[src/rtl/n_bit_iter_shifter.sv]
// Multi-cycle ASR/ROR/ROL unit: moves the operand one bit position per clock, then strobes done.
// Optional carry-out port cout is compiled in when SHIFT_CARRY_EN is defined.
module n_bit_iter_shifter #(
  parameter int max_s_bits = 3
) (
  input  logic                       clk,
  input  logic                       rst,
  input  logic                       start,
  input  logic [2**max_s_bits-1:0]   a,
  input  logic [2**max_s_bits-1:0]   b,
  input  logic [1:0]                 ctrl,
  output logic [2**max_s_bits-1:0]   f,
  output logic                       busy,
  output logic                       done
`ifdef SHIFT_CARRY_EN
  ,
  output logic                       cout
`endif
);

  localparam int DATA_W = 2**max_s_bits;
  localparam logic [max_s_bits-1:0] CNT_ONE = 1;
  localparam logic [1:0] OP_ASR = 2'b00;
  localparam logic [1:0] OP_ROR = 2'b01;
  localparam logic [1:0] OP_ROL = 2'b10;
  localparam logic [1:0] OP_PASS = 2'b11;

  typedef enum logic [1:0] {IDLE, SHIFT, DONE} state_t;

  state_t                  state, state_nxt;
  logic [max_s_bits-1:0]   count;
  logic [1:0]              op;
  logic                    accept;
  logic [max_s_bits-1:0]   amt;
  logic                    unused_b_hi;

  assign amt         = b[max_s_bits-1:0];
  assign unused_b_hi = &{1'b0, b[DATA_W-1:max_s_bits]};

  // One-bit step; the reserved code never reaches SHIFT, so it just holds.
  function automatic logic [DATA_W-1:0] step_f(input logic [DATA_W-1:0] v,
                                               input logic [1:0] o);
    logic [DATA_W-1:0] r;
    case (o)
      OP_ASR:  r = {v[DATA_W-1], v[DATA_W-1:1]};
      OP_ROR:  r = {v[0], v[DATA_W-1:1]};
      OP_ROL:  r = {v[DATA_W-2:0], v[DATA_W-1]};
      default: r = v;
    endcase
    return r;
  endfunction

  always_ff @(posedge clk or posedge rst) begin
    if (rst) state <= IDLE;
    else     state <= state_nxt;
  end

  always_comb begin
    state_nxt = state;
    accept    = 1'b0;
    case (state)
      IDLE, DONE: begin
        if (start) begin
          accept = 1'b1;
          if (amt == '0 || ctrl == OP_PASS) state_nxt = DONE;
          else                              state_nxt = SHIFT;
        end else begin
          state_nxt = IDLE;
        end
      end
      SHIFT: begin
        if (count == CNT_ONE) state_nxt = DONE;
      end
      default: state_nxt = IDLE;
    endcase
  end

  always_ff @(posedge clk or posedge rst) begin
    if (rst) begin
      f     <= '0;
      count <= '0;
      op    <= OP_ASR;
    end else if (accept) begin
      f     <= a;
      op    <= ctrl;
      count <= amt;
    end else if (state == SHIFT) begin
      f     <= step_f(f, op);
      count <= count - CNT_ONE;
    end
  end

`ifdef SHIFT_CARRY_EN
  // Carry tracks the bit most recently pushed out of f.
  always_ff @(posedge clk or posedge rst) begin
    if (rst)                  cout <= 1'b0;
    else if (accept)          cout <= 1'b0;
    else if (state == SHIFT)  cout <= (op == OP_ROL) ? f[DATA_W-1] : f[0];
  end
`endif

  assign busy = (state == SHIFT);
  assign done = (state == DONE);

endmodule

[config.mk]
export PLATFORM = sky130hd
export DESIGN_NAME = n_bit_iter_shifter
export DESIGN_NICKNAME = d
export VERILOG_FILES = /design/src/rtl/n_bit_iter_shifter.sv
export SDC_FILE = /design/constraint.sdc
export NUM_CORES = 1
export LEC_CHECK = 0
export ABC_AREA = 1
export CELL_PAD_IN_SITES_DETAIL_PLACEMENT = 1
export CELL_PAD_IN_SITES_GLOBAL_PLACEMENT = 2
export CORE_UTILIZATION = 35
export DETAILED_ROUTE_END_ITERATION = 8
export DONT_BUFFER_PORTS = 1
export PLACE_DENSITY_LB_ADDON = 0.12
export SKIP_CTS_REPAIR_TIMING = 1
export SYNTH_ARGS = -nofsm -noshare
export SYNTH_HDL_FRONTEND = slang
export SYNTH_SLANG_ARGS = --single-unit
[constraint.sdc]
create_clock -name clk -period 3.5 [get_ports clk]
set_input_delay 0.525 -clock clk [delete_from_list [all_inputs] [get_ports clk]]
set_output_delay 0.525 -clock clk [all_outputs]
set_load 0.03 [all_outputs]
Word level (Yosys, flattened, before mapping)
Cells that the tools add are included.

Logic and storage cells: 35. Register bits: 15. Output and inout port bits: 10.

Reduce and logical (&&, ||, !) cells: 10. Add/sub/neg operators: 1. Mux-type cells: 11. Equal/unequal tests: 8.

Operator list (number): 8-bit one-hot mux with 3 select lines (1); 8-bit 2-to-1 mux (2); 2-bit equality test, second input constant (3); 2-bit 2-to-1 mux (3); 3-bit 2-to-1 mux (2); 2-bit by 1-bit equality test with 1-bit output, second input constant (2); 2-bit logical NOT (2); 2-bit one-hot mux with 2 select lines (1); 4-bit nonzero test (1); 3-bit by 1-bit equality test with 1-bit output, second input constant (1); 3-bit logical NOT (1); 3-bit AND reduction (1); 3-bit nonzero test (1); 3-bit by 1-bit subtractor with 3-bit output, second input constant (1); 1-bit 2-to-1 mux (2); 2-bit by 1-bit inequality test with 1-bit output, second input constant (1); 2-bit inequality test, second input constant (1); 2-bit AND reduction (1); 2-bit nonzero test (1); 2-bit OR reduction (1); 1-bit logical OR (1).

Depth between registers and ports, before layout
Word-level depth: 5. Gate-level depth with buffers: 10. Mapped depth without buffers: 9.

Least setup slack after synthesis
Ideal clock, no wire load.

Kind: flip-flop to flip-flop. Start point: register op[0]. End point: register f[0]. Buffers on the path: 1. Cell stages (with the launch flop): 11. Library setup time: 117 ps. Path slack: 2122 ps. Clock period less this slack: 1378 ps. Data arrival time: 1260 ps. Cell sequence: dfrtp_1 -> inv_1 -> ha_1 -> buf_2 -> inv_1 -> nand2_1 -> nand2_2 -> nand2_4 -> inv_2 -> nand2_1 -> nand2_1.

Longest elaborated chain between the ends: 4. Elaborated cells between the ends (all ways): 8. Those cells by class: eq/ne (2); mux (3); reduce/logical (3).

RTL lines: from (decl) (line 32) `logic [1:0] op;`; from (signal assigned) (line 85) `op <= ctrl;`; 2-bit equality test (tied with other cells) (line 44) `case (o)`; 8-bit one-hot mux with 3 select lines (line 44); 8-bit 2-to-1 mux (line 87) `end else if (state == SHIFT) begin`; 8-bit 2-to-1 mux (line 83) `end else if (accept) begin`; to (signal assigned) (line 88) `f <= step_f(f, op);`; to (decl) (line 12) `output logic [2**max_s_bits-1:0] f,`.

Several ways; a longest one is shown, not always the timed one. The select of a mux whose other input is x is not followed. A chain may end at the register's enable or synchronous reset.

Worst setup path after layout
Start point: register state[1]. End point: output port done.

Longest elaborated chain between the ends: 1.

RTL lines: from (decl) (line 30) `state_t state, state_nxt;`; from (signal assigned) (line 55) `else state <= state_nxt;`; 2-bit equality test (line 103) `assign done = (state == DONE);`; to (decl) (line 14) `output logic done`.

Every way passes these cells.

==> PnR_summary.wiki <==
{| class="wikitable"
! Metric !! Value
|-
| Run status || completed
|-
| Die span in x || 55.01 µm
|-
| Die extent in y || 55.01 µm
|-
| Flops & latches, synth || 15
|-
| Number of clock buffers inserted by TritonCTS || 3
|-
| Die outline area || 3026 µm²
|-
| Routed via count divided by cell count || 4.976
|-
| Gr ovfl total || 0
|-
| Multiplexer share of the synthesized area || 0%
|-
| Total routed wire length on the met1 layer || 1.194 mm
|-
| Static leakage || 0.5390 nW
|-
| Number of nets in the synthesized netlist || 164
|-
| Number of antenna violations at the first check in global routing || 0
|-
| Top cells by area in the synthesized netlist || sky130_fd_sc_hd__dfrtp_1, sky130_fd_sc_hd__nand2_1, sky130_fd_sc_hd__nand3_1
|-
| Worst skew pair latency || 290 ps
|-
| Required time of the critical path || 2970 ps
|-
| Final non-filler cell total || 168
|-
| Multi-input gate area in the final layout || 510.5 µm²
|-
| Category of the critical setup timing path || flip-flop to output port
|-
| CTS clock-pin slew for the worst setup and hold paths || 100 ps
|-
| Top Ports || 31
|-
| Area growth from synthesis to layout || 3.817%
|-
| Met3 wire length || 94 µm
|-
| Fraction of layout cells with a size suffix above 1 || 7.971%
|-
| Largest family of logic cells by synthesized area || simple AND/OR/NAND/NOR gates
|-
| Maximum ir drop on the vdd rail || 422.0 µV
|-
| Number of design rule violations left after detail routing || 0
|-
| Unrepaired setup endpoints after global routing || false
|-
| Top cell type's share of synthesized area || 38.17%
|-
| Final antenna-violating net count || 0
|-
| Post-route setup TNS || 0 ps
|-
| Starting density of the core || 38.30%
|-
| Data arrival time of the critical path || 1220 ps
|-
| Crit path launch type || flip-flop
|-
| Synth Area in Adders || 6.361%
|-
| Pin count of the biggest net entering global routing || 24
|-
| Final GP Congestion || 0.7274
|-
| Post-route clock period utilization || 49.93%
|-
| Max Buffers Root-to-Sink || 2
|-
| Via count of the first global-routing pass || 814
|-
| Final setup violation count || 0
|-
| Antenna Cells || 0
|-
| Uppermost metal layer occupied by signal nets || met4
|-
| Net total in the final layout || 165
|-
| Placed cell count || 164
|-
| Total GRT Usage || 17.50%
|-
| Highest fanout seen on the critical path || 3
|-
| Final count of pins violating max slew || 0
|-
| Power per Cell Area || 1057 nW/µm²
|-
| Row count || 18
|-
| Synth warnings || 0
|-
| Clock tree from TritonCTS || built
|-
| Total half-perimeter wirelength after legalization and detailed placement || 1.701 mm
|-
| Relative slew margins || 58.15%
|-
| Average routed wire per standard cell || 13.60 µm
|-
| Number of maximum-capacitance constraint violations || 0
|-
| Area taken by flip-flops and latches || 375.4 µm²
|-
| Worst Skew || 1.421 ps
|-
| Buffer cell driving the clock tree root || sky130_fd_sc_hd__clkbuf_4
|-
| Drt initial violations || 10
|-
| Peak clock frequency supported by timing || 572.2 MHz
|-
| Slew at the pin closest to its max-slew limit || 627.1 ps
|-
| Area of the placeable core || 2567 µm²
|-
| Tmin final || 1748 ps
|-
| DR WL met2 || 964 µm
|-
| Post-synth design cell area || 983.4 µm²
|-
| Fill cell count || 327
|-
| Post-detailed-routing wire length || 2.284 mm
|-
| Hold violation count in the final report || 0
|-
| Parity-gate share of the synthesized area counting xor and xnor cells || 0.8906%
|-
| Worst min-delay path category || input port to asynchronous set/reset pin
|-
| Global-route wire length before repair || 3.698 mm
|-
| Mean cell area of the mapped netlist || 7.126 µm²
|-
| Post-synthesis compound-gate area fraction || 4.453%
|-
| Sequential area share after synthesis || 38.17%
|-
| Number of port buffers || 0
|-
| CTS H-tree depth || 1
|-
| Via count || 836
|-
| Post-synth top area cell || sky130_fd_sc_hd__dfrtp_1
|-
| Post-Synthesis Cells || 138
|-
| Post-synth cell types || 18
|-
| Sinks on Clock Net || 15
|-
| Crit end category || output port
|-
| Simple-gate area share of the yosys netlist || 40.20%
|-
| Number of search-and-repair iterations in the first detailed-routing pass || 4
|}
==> synth_stat cells (all sizes together) <==
cell,instances
buf,4
dfrtp,15
ha,5
inv,19
nand2,43
nand3,24
nor2,12
o211ai,1
o21ai,6
o22ai,1
or2,7
xor2,1
==> power by group <==
group	switching, mW	internal, mW
clock network	0.0650	0.0443
logic	0.361	0.180
registers	0.172	0.257
total	0.598	0.481
==> registers in the layout, indices dropped and copies added (netlist names) <==
signal and flops:
count 3, f 8, op 2, state 2
==> metrics by stage <==
step / utilization [%] / cell area, µm² / setup WS [ps] / hold WS (ps) / power (mW)
floorplan: - / 983.4 / 2122 / 426.5 / 0.8651
global placement: 38.74 / 994.7 / 1917 / 486.5 / 0.9723
detailed placement: 38.74 / 994.7 / 1869 / 509.6 / 0.9873
CTS: 39.77 / 1021 / 1739 / 206.2 / 1.101
global route: 39.77 / 1021 / 1700 / 240.1 / 1.200
finish: 39.77 / 1021 / 1752 / 184.3 / 1.079
==> cell type report <==
| class | count | area share (%) |
|---|---|---|
| well taps | 30 | 3.676 |
| clock buffers | 4 | 2.574 |
| flip-flops and latches | 15 | 36.76 |
| inverters | 19 | 6.985 |
| multi-input cells | 100 | 50.00 |
==> layer usage <==
| layer | track usage (%) | up-vias |
|---|---|---|
| li1 | - | 433 |
| met1 | 24.34 | 382 |
| met2 | 27.11 | 17 |
| met3 | 2.732 | 4 |
| met4 | 6.250 | 0 |
| met5 | 0 | - |
==> path summary, 6_finish.rpt <==
path / from / to / slack (ps) / depth (start not counted)
setup / recovery: state[1] / done / 1750 / 2
setup reg to reg: op[0] / f[2] / 1890 / 9
hold / removal: rst / f[4] / 180 / 1
min in group clk: b[2] / count[2] / 360 / 2
max in group asynchronous: rst / f[7] / 2910 / 1
hold reg to reg: count[1] / count[1] / 520 / 2
==> kinds of logic after synthesis <==
logic type,after synthesis
compound gates,8
xor+xnor,1
fa+ha+maj,5
buf+inv,23
flops,15
simple gates,86
==> worst max-delay path, stage by stage, from the launching register on <==
cell and delay, ps:
sky130_fd_sc_hd__dfrtp_1 410, sky130_fd_sc_hd__inv_1 90, sky130_fd_sc_hd__nor2_1 430
==> layout by cell type, fill, tap and decap left out <==
cell and count:
sky130_fd_sc_hd__clkbuf_1 1, sky130_fd_sc_hd__ha_1 5, sky130_fd_sc_hd__nor2_4 1, sky130_fd_sc_hd__inv_1 17
sky130_fd_sc_hd__o22ai_1 1, sky130_fd_sc_hd__nand2_1 40, sky130_fd_sc_hd__o211ai_1 1, sky130_fd_sc_hd__dfrtp_1 15
sky130_fd_sc_hd__inv_2 2, sky130_fd_sc_hd__nand3_1 24, sky130_fd_sc_hd__or2_1 5, sky130_fd_sc_hd__or2_2 2
sky130_fd_sc_hd__clkbuf_4 3, sky130_fd_sc_hd__xor2_1 1, sky130_fd_sc_hd__nand2_2 1, sky130_fd_sc_hd__o21ai_0 6
sky130_fd_sc_hd__nor2_1 11, sky130_fd_sc_hd__nand2_4 2
(Power assumes the default switching activity.)
